$ cat src/rtl/evt_window_sched_pkg.sv
// rtl/evt_window_sched_pkg.sv - shared types and width helpers for the windowed event scheduler
package evt_window_sched_pkg;

    typedef enum logic [1:0] {
        IDLE  = 2'd0,
        RUN   = 2'd1,
        DRAIN = 2'd2
    } state_t;

    function automatic int chan_width(input int n);
        return (n > 1) ? $clog2(n) : 1;
    endfunction

    localparam int CHW = chan_width(4);

endpackage

$ cat src/rtl/evt_window_sched_if.sv
// rtl/evt_window_sched_if.sv - snapshot readout stream between scheduler and consumer
interface evt_window_sched_if #(
    parameter int N_CH = 4,
    parameter int CW   = 16
);
    localparam int CH_W = evt_window_sched_pkg::chan_width(N_CH);

    logic [CW-1:0]   data_out;
    logic [CH_W-1:0] chan_out;
    logic            valid_out;
    logic            ready_in;
    logic            last_out;

    modport master (
        output data_out,
        output chan_out,
        output valid_out,
        output last_out,
        input  ready_in
    );

    modport slave (
        input  data_out,
        input  chan_out,
        input  valid_out,
        input  last_out,
        output ready_in
    );
endinterface

$ cat src/rtl/evt_window_sched_sat_counter.sv
// rtl/evt_window_sched_sat_counter.sv - saturating event counter with sync clear
module sat_counter #(
    parameter int CW = 16
) (
    input  logic          clk_in,
    input  logic          rst_in,
    input  logic          clr_in,
    input  logic          inc_in,
    output logic [CW-1:0] next_out
);
    logic [CW-1:0] count_q;
    logic [CW-1:0] count_d;
    logic [CW-1:0] inc_val;

    // next_out ignores the clear so a boundary snapshot still sees this cycle's event
    always_comb begin
        inc_val = count_q;
        if (inc_in && (count_q != {CW{1'b1}})) begin
            inc_val = count_q + CW'(1);
        end
        count_d = clr_in ? '0 : inc_val;
    end

    always_ff @(posedge clk_in) begin
        if (!rst_in) begin
            count_q <= '0;
        end else begin
            count_q <= count_d;
        end
    end

    assign next_out = inc_val;
endmodule

$ cat src/rtl/evt_window_sched.sv
// rtl/evt_window_sched.sv - window timer, boundary snapshot and per-channel readout stream
module evt_window_sched
    import evt_window_sched_pkg::*;
#(
    parameter int N_CH          = 4,
    parameter int CW            = 16,
    parameter int WINDOW_CYCLES = 1000
) (
    input  logic                  clk_in,
    input  logic                  rst_in,
    input  logic                  enable_in,
    input  logic [N_CH-1:0]       evt_in,
    output logic                  window_done_out,
    output logic                  overrun_out,
    evt_window_sched_if.master    m_if
);
    localparam int CH_W = chan_width(N_CH);
    localparam int TW   = $clog2(WINDOW_CYCLES);

    state_t          state_q, state_d;
    logic [TW-1:0]   timer_q, timer_d;
    logic [CH_W-1:0] chan_q, chan_d;
    logic [CW-1:0]   data_q, data_d;
    logic            valid_q, valid_d;
    logic            last_q, last_d;
    logic            wdone_q, wdone_d;
    logic            ovr_q, ovr_d;
    logic [CW-1:0]   snap_q [N_CH];
    logic [CW-1:0]   snap_d [N_CH];
    logic [CW-1:0]   cnt_next [N_CH];

    logic boundary;
    logic cnt_clr;
    logic hs;
    logic last_hs;
    logic load;

    assign boundary = enable_in && (timer_q == TW'(WINDOW_CYCLES - 1));
    assign cnt_clr  = !enable_in || boundary;
    assign hs       = valid_q && m_if.ready_in;
    assign last_hs  = hs && last_q;

    for (genvar i = 0; i < N_CH; i++) begin : g_ch
        sat_counter #(.CW(CW)) u_cnt (
            .clk_in   (clk_in),
            .rst_in   (rst_in),
            .clr_in   (cnt_clr),
            .inc_in   (enable_in && evt_in[i]),
            .next_out (cnt_next[i])
        );
    end

    always_comb begin
        state_d = state_q;
        chan_d  = chan_q;
        ovr_d   = ovr_q;
        snap_d  = snap_q;
        wdone_d = boundary;
        timer_d = cnt_clr ? '0 : timer_q + TW'(1);

        // A boundary is taken unless a drain is still in progress; finishing the
        // drain on the boundary cycle frees the snapshot registers in time.
        load = boundary && ((state_q != DRAIN) || last_hs);
        if (boundary && !load) begin
            ovr_d = 1'b1;
        end

        case (state_q)
            IDLE: begin
                if (enable_in) begin
                    state_d = RUN;
                end
            end
            RUN: begin
                if (!enable_in) begin
                    state_d = IDLE;
                end
            end
            DRAIN: begin
                if (hs) begin
                    if (last_q) begin
                        state_d = enable_in ? RUN : IDLE;
                        chan_d  = '0;
                    end else begin
                        chan_d = chan_q + CH_W'(1);
                    end
                end
            end
            default: state_d = IDLE;
        endcase

        if (load) begin
            state_d = DRAIN;
            chan_d  = '0;
            for (int i = 0; i < N_CH; i++) begin
                snap_d[i] = cnt_next[i];
            end
        end

        valid_d = (state_d == DRAIN);
        last_d  = valid_d && (chan_d == CH_W'(N_CH - 1));
        data_d  = snap_d[chan_d];
    end

    always_ff @(posedge clk_in) begin
        if (!rst_in) begin
            state_q <= IDLE;
            timer_q <= '0;
            chan_q  <= '0;
            data_q  <= '0;
            valid_q <= 1'b0;
            last_q  <= 1'b0;
            wdone_q <= 1'b0;
            ovr_q   <= 1'b0;
            for (int i = 0; i < N_CH; i++) begin
                snap_q[i] <= '0;
            end
        end else begin
            state_q <= state_d;
            timer_q <= timer_d;
            chan_q  <= chan_d;
            data_q  <= data_d;
            valid_q <= valid_d;
            last_q  <= last_d;
            wdone_q <= wdone_d;
            ovr_q   <= ovr_d;
            for (int i = 0; i < N_CH; i++) begin
                snap_q[i] <= snap_d[i];
            end
        end
    end

    assign m_if.data_out   = data_q;
    assign m_if.chan_out   = chan_q;
    assign m_if.valid_out  = valid_q;
    assign m_if.last_out   = last_q;
    assign window_done_out = wdone_q;
    assign overrun_out     = ovr_q;
endmodule

$ cat src/flat_wrapper.sv
// flat-port wrapper written by rule: the top's interface ports become plain ports
module evt_window_sched_flat import evt_window_sched_pkg::*;
#(
    parameter int N_CH          = 4,
    parameter int CW            = 16,
    parameter int WINDOW_CYCLES = 1000
)
  (clk_in, rst_in, enable_in, evt_in, window_done_out, overrun_out, m_if_data_out, m_if_chan_out, m_if_valid_out, m_if_last_out, m_if_ready_in);
  evt_window_sched_if #(.N_CH(N_CH), .CW(CW)) m_if_i ();
  input  logic clk_in;
  input  logic rst_in;
  input  logic enable_in;
  input  logic [N_CH-1:0] evt_in;
  output logic window_done_out;
  output logic overrun_out;
  output wire logic [$bits(m_if_i.data_out)-1:0] m_if_data_out;
  output wire logic [$bits(m_if_i.chan_out)-1:0] m_if_chan_out;
  output wire logic [$bits(m_if_i.valid_out)-1:0] m_if_valid_out;
  output wire logic [$bits(m_if_i.last_out)-1:0] m_if_last_out;
  input wire logic [$bits(m_if_i.ready_in)-1:0] m_if_ready_in;
  assign m_if_data_out = m_if_i.data_out;
  assign m_if_chan_out = m_if_i.chan_out;
  assign m_if_valid_out = m_if_i.valid_out;
  assign m_if_last_out = m_if_i.last_out;
  assign m_if_i.ready_in = m_if_ready_in;
  evt_window_sched #(.N_CH(N_CH), .CW(CW), .WINDOW_CYCLES(WINDOW_CYCLES)) u_core (.clk_in(clk_in), .rst_in(rst_in), .enable_in(enable_in), .evt_in(evt_in), .window_done_out(window_done_out), .overrun_out(overrun_out), .m_if(m_if_i));
endmodule
$ cat config.mk
export PLATFORM = sky130hd
export DESIGN_NAME = evt_window_sched_flat
export DESIGN_NICKNAME = d
export VERILOG_FILES = /design/src/rtl/evt_window_sched_pkg.sv /design/src/rtl/evt_window_sched_if.sv /design/src/rtl/evt_window_sched_sat_counter.sv /design/src/rtl/evt_window_sched.sv /design/src/flat_wrapper.sv
export SDC_FILE = /design/constraint.sdc
export NUM_CORES = 1
export LEC_CHECK = 0
export BUFFER_PORTS_ARGS = -buffer_cell sky130_fd_sc_hd__clkbuf_2
export CAP_MARGIN = 20
export CORE_UTILIZATION = 40
export DETAILED_ROUTE_END_ITERATION = 7
export SLEW_MARGIN = 0
export SYNTH_ARGS = -nofsm -noshare
export SYNTH_HDL_FRONTEND = slang
export SYNTH_HIERARCHICAL = 1
export SYNTH_SLANG_ARGS = --single-unit
$ cat constraint.sdc
create_clock -name clk_in -period 2.7 [get_ports clk_in]
set_clock_uncertainty 0.15 [all_clocks]
set_input_delay 0.27 -clock clk_in [delete_from_list [all_inputs] [get_ports clk_in]]
set_output_delay 0.27 -clock clk_in [all_outputs]
set_load 0.01 [all_outputs]
==> metrics <==
total number of vias=6150; DRC=0; post-DP HPWL=12740 um; hold path depth=2; Hold Crit Start=rst_in; worst r2r path cells=7; hold buffer count at cts=0; Peak VDD IR=484.6 uV; distinct cell type count after synthesis=52; Die X=139.5 um; critical path class=reg -> reg; GRT Total Usage=0.1924; Max clock buf depth=2; Ys Warns=6; r2r startpoint=u_core/timer_q[0]; layout cells sized above 1=0.1340; DIE HEIGHT=139.5 um; Relative slew margins=0.5573; dominant cell type by area after synthesis=dfxtp_1; row cnt=49; pwr dens=593.3 mW/mm^2; most common cell after layout, fill and taps aside=dfxtp_1; die footprint=0.01947 sq mm; # Post-CTS Setup Buffers=0; CP Max Fanout=32; Hold Path End=u_core/overrun_out; Max-Cap Viols=0; CTS sink count=162; mapped cell area=0.007565 sq mm; commonest cells after routing, fill and taps aside=dfxtp_1, nand2_1, nor2_1, a21boi_0, and2_1; Yosys reg bits=162; Worst-path clk slew=0.06 ns; Seq/Total Area, Yosys=0.4287; global-route wire length before repair=29510 um; nets@finish=919; Core Area=0.01827 sq mm; final hold violations=0; synth top area cells=dfxtp_1, nand2_1, a21boi_0; RSZ-0062 raised after global routing=false; Critical Path RT=2.85 ns; Starting DRT DRC Count=344; flop2flop setup slack=0.36 ns; clk root buf=clkbuf_16; Tot Pwr=0.005150 W; worst skew pair latency=0.42 ns; initial antenna violation count=0; Min Hold Slack=0.1544 ns; vias in the first global route=5769; status=complete, no violations; Critical Path End Type=flop; Setup crit start kind=flop; Gate Count Post-Synth=872; largest net degree at the start of global routing=49; Fill cells=1773; Synth Net Count=885; Worst path slowest cell=a2111oi_4; fmax=426.8 MHz; Setup TNS Final=0 ns; Period minus WS final=2.343 ns; multi-input logic area=0.004059 sq mm; CTS tree=built; grt total ovfl=0; Layout area overhead=14.74%; Final GP Congestion=0.8202; Post-synth EDFFs=0; Mapped Avg Cell Area=8.675 sq um; Initial Util=0.4141; ant diodes=0; post-synth top area share=0.4287; worst reg2reg endpoint=u_core/m_if.data_out[9]; CP peak stage delay=0.42 ns; FFs w/ async S/R, synth=0; fin crit share=0.8679; Arrival @ worst endpoint=2.49 ns; Total Wirelength=17760 um; io pins=30; Setup-failing EPs final=0; HP Class=in -> reg; Slew Limit Fails=0; leakage=3.115 nW; CP Cell Sequence=ha_1 -> nand4_1 -> a2111oi_4 -> buf_4 -> nor2b_1 -> nor3_1 -> o22ai_1; antenna-violating nets left=0; Inserted Clock Buffers=17; CTS H-Tree Depth=4; Slew @ Worst Pin=0.6580 ns; I/O Buffers=29; Register Area=0.003243 sq mm; vias per inst=5.362; drt wl/cell=15.48 um; Post-CTS Resized=0; drt pass-1 iters=4; Main synth FF type=dfxtp_1
==> sequential cells by signal, summed over array words and instances, names as in the netlist <==
register / flops
u_core/g_ch.u_cnt/count_q: 64
u_core/snap_q: 64
u_core/m_if.data_out: 16
u_core/timer_q: 10
u_core/m_if.chan_out: 2
u_core/state_q: 2
u_core/m_if.last_out: 1
u_core/m_if.valid_out: 1
u_core/overrun_out: 1
u_core/window_done_out: 1
==> per-layer routing <==
metal | GRT usage | part of all wire | vias to the layer above
met1 | 0.2668 | 0.51 | 2885
met3 | 0.03648 | 0.025 | 16
li1 | - | - | 3184
met2 | 0.3042 | 0.45 | 65
met4 | 0.05263 | 0.012 | 0
met5 | 0 | 0 | -
==> critical path: cells and delay by family, from the launching register on <==
family,cells,cell delay [ns]
DFF,1,0.37
adders and majority gates,1,0.25
buffers and inverters,1,0.34
and+or+nand+nor,3,0.57
AOI/OAI and AO/OA,2,0.53
==> kinds of logic after synthesis <==
group,after synthesis,synth area share
compound gates,200,0.1882
mux,25,0.03440
flops,162,0.4287
buf+inv,61,0.03573
fa+ha+maj,5,0.008270
xor+xnor,25,0.02894
simple gates,394,0.2757
==> worst max path at each step <==
stage,startpoint,end,slack [ns],depth (start not counted)
after floorplan,enable_in,u_core/m_if.data_out[11],0.48,9
after global placement,enable_in,u_core/m_if.data_out[11],0.27,9
after detailed placement,enable_in,u_core/snap_q[15],0.19,8
after CTS,u_core/timer_q[0],u_core/m_if.data_out[9],0.33,7
after global routing,u_core/g_ch[0].u_cnt/count_q[0],u_core/m_if.data_out[5],0.15,8
final,u_core/timer_q[0],u_core/m_if.data_out[9],0.36,7
==> final cells by class <==
class	count	share of cell area
clock buffers	21	0.05305
clock inverters	10	0.02090
inverters	23	0.009947
multi-input cells	649	0.4676
flip-flops and latches	162	0.3736
well taps	229	0.03301
repair buffers	53	0.04180
==> cell usage after synthesis (all sizes together), types with 20 or more instances <==
cell type	count
a21boi	50
a21oi	32
and2	45
clkbuf	24
dfxtp	162
inv	23
nand2	133
nand3	27
nand4	21
nor2	51
nor2b	21
nor3	34
o21ai	24
o31ai	20
==> stage by stage <==
step	util	cells	cell area, sq um	worst slack (ns)
after global placement	0.4399	1116	8038	0.2742
after detailed placement	0.4399	1116	8038	0.1889
after floorplan	-	872	7565	0.4805
after CTS	0.4751	1147	8680	0.3334
after global routing	0.4751	1147	8680	0.1523
final	0.4751	1147	8680	0.3568
==> where the power goes <==
| part | internal, W | total (W) | switching (W) | leakage [nW] |
|---|---|---|---|---|
| sequential | 0.00239 | 0.00240 | 0.00000437 | 1.31 |
| combinational | 0.0000417 | 0.000111 | 0.0000693 | 1.50 |
| clock | 0.00168 | 0.00264 | 0.000958 | 0.313 |
Note: power is estimated with default switching activity, not from simulation.
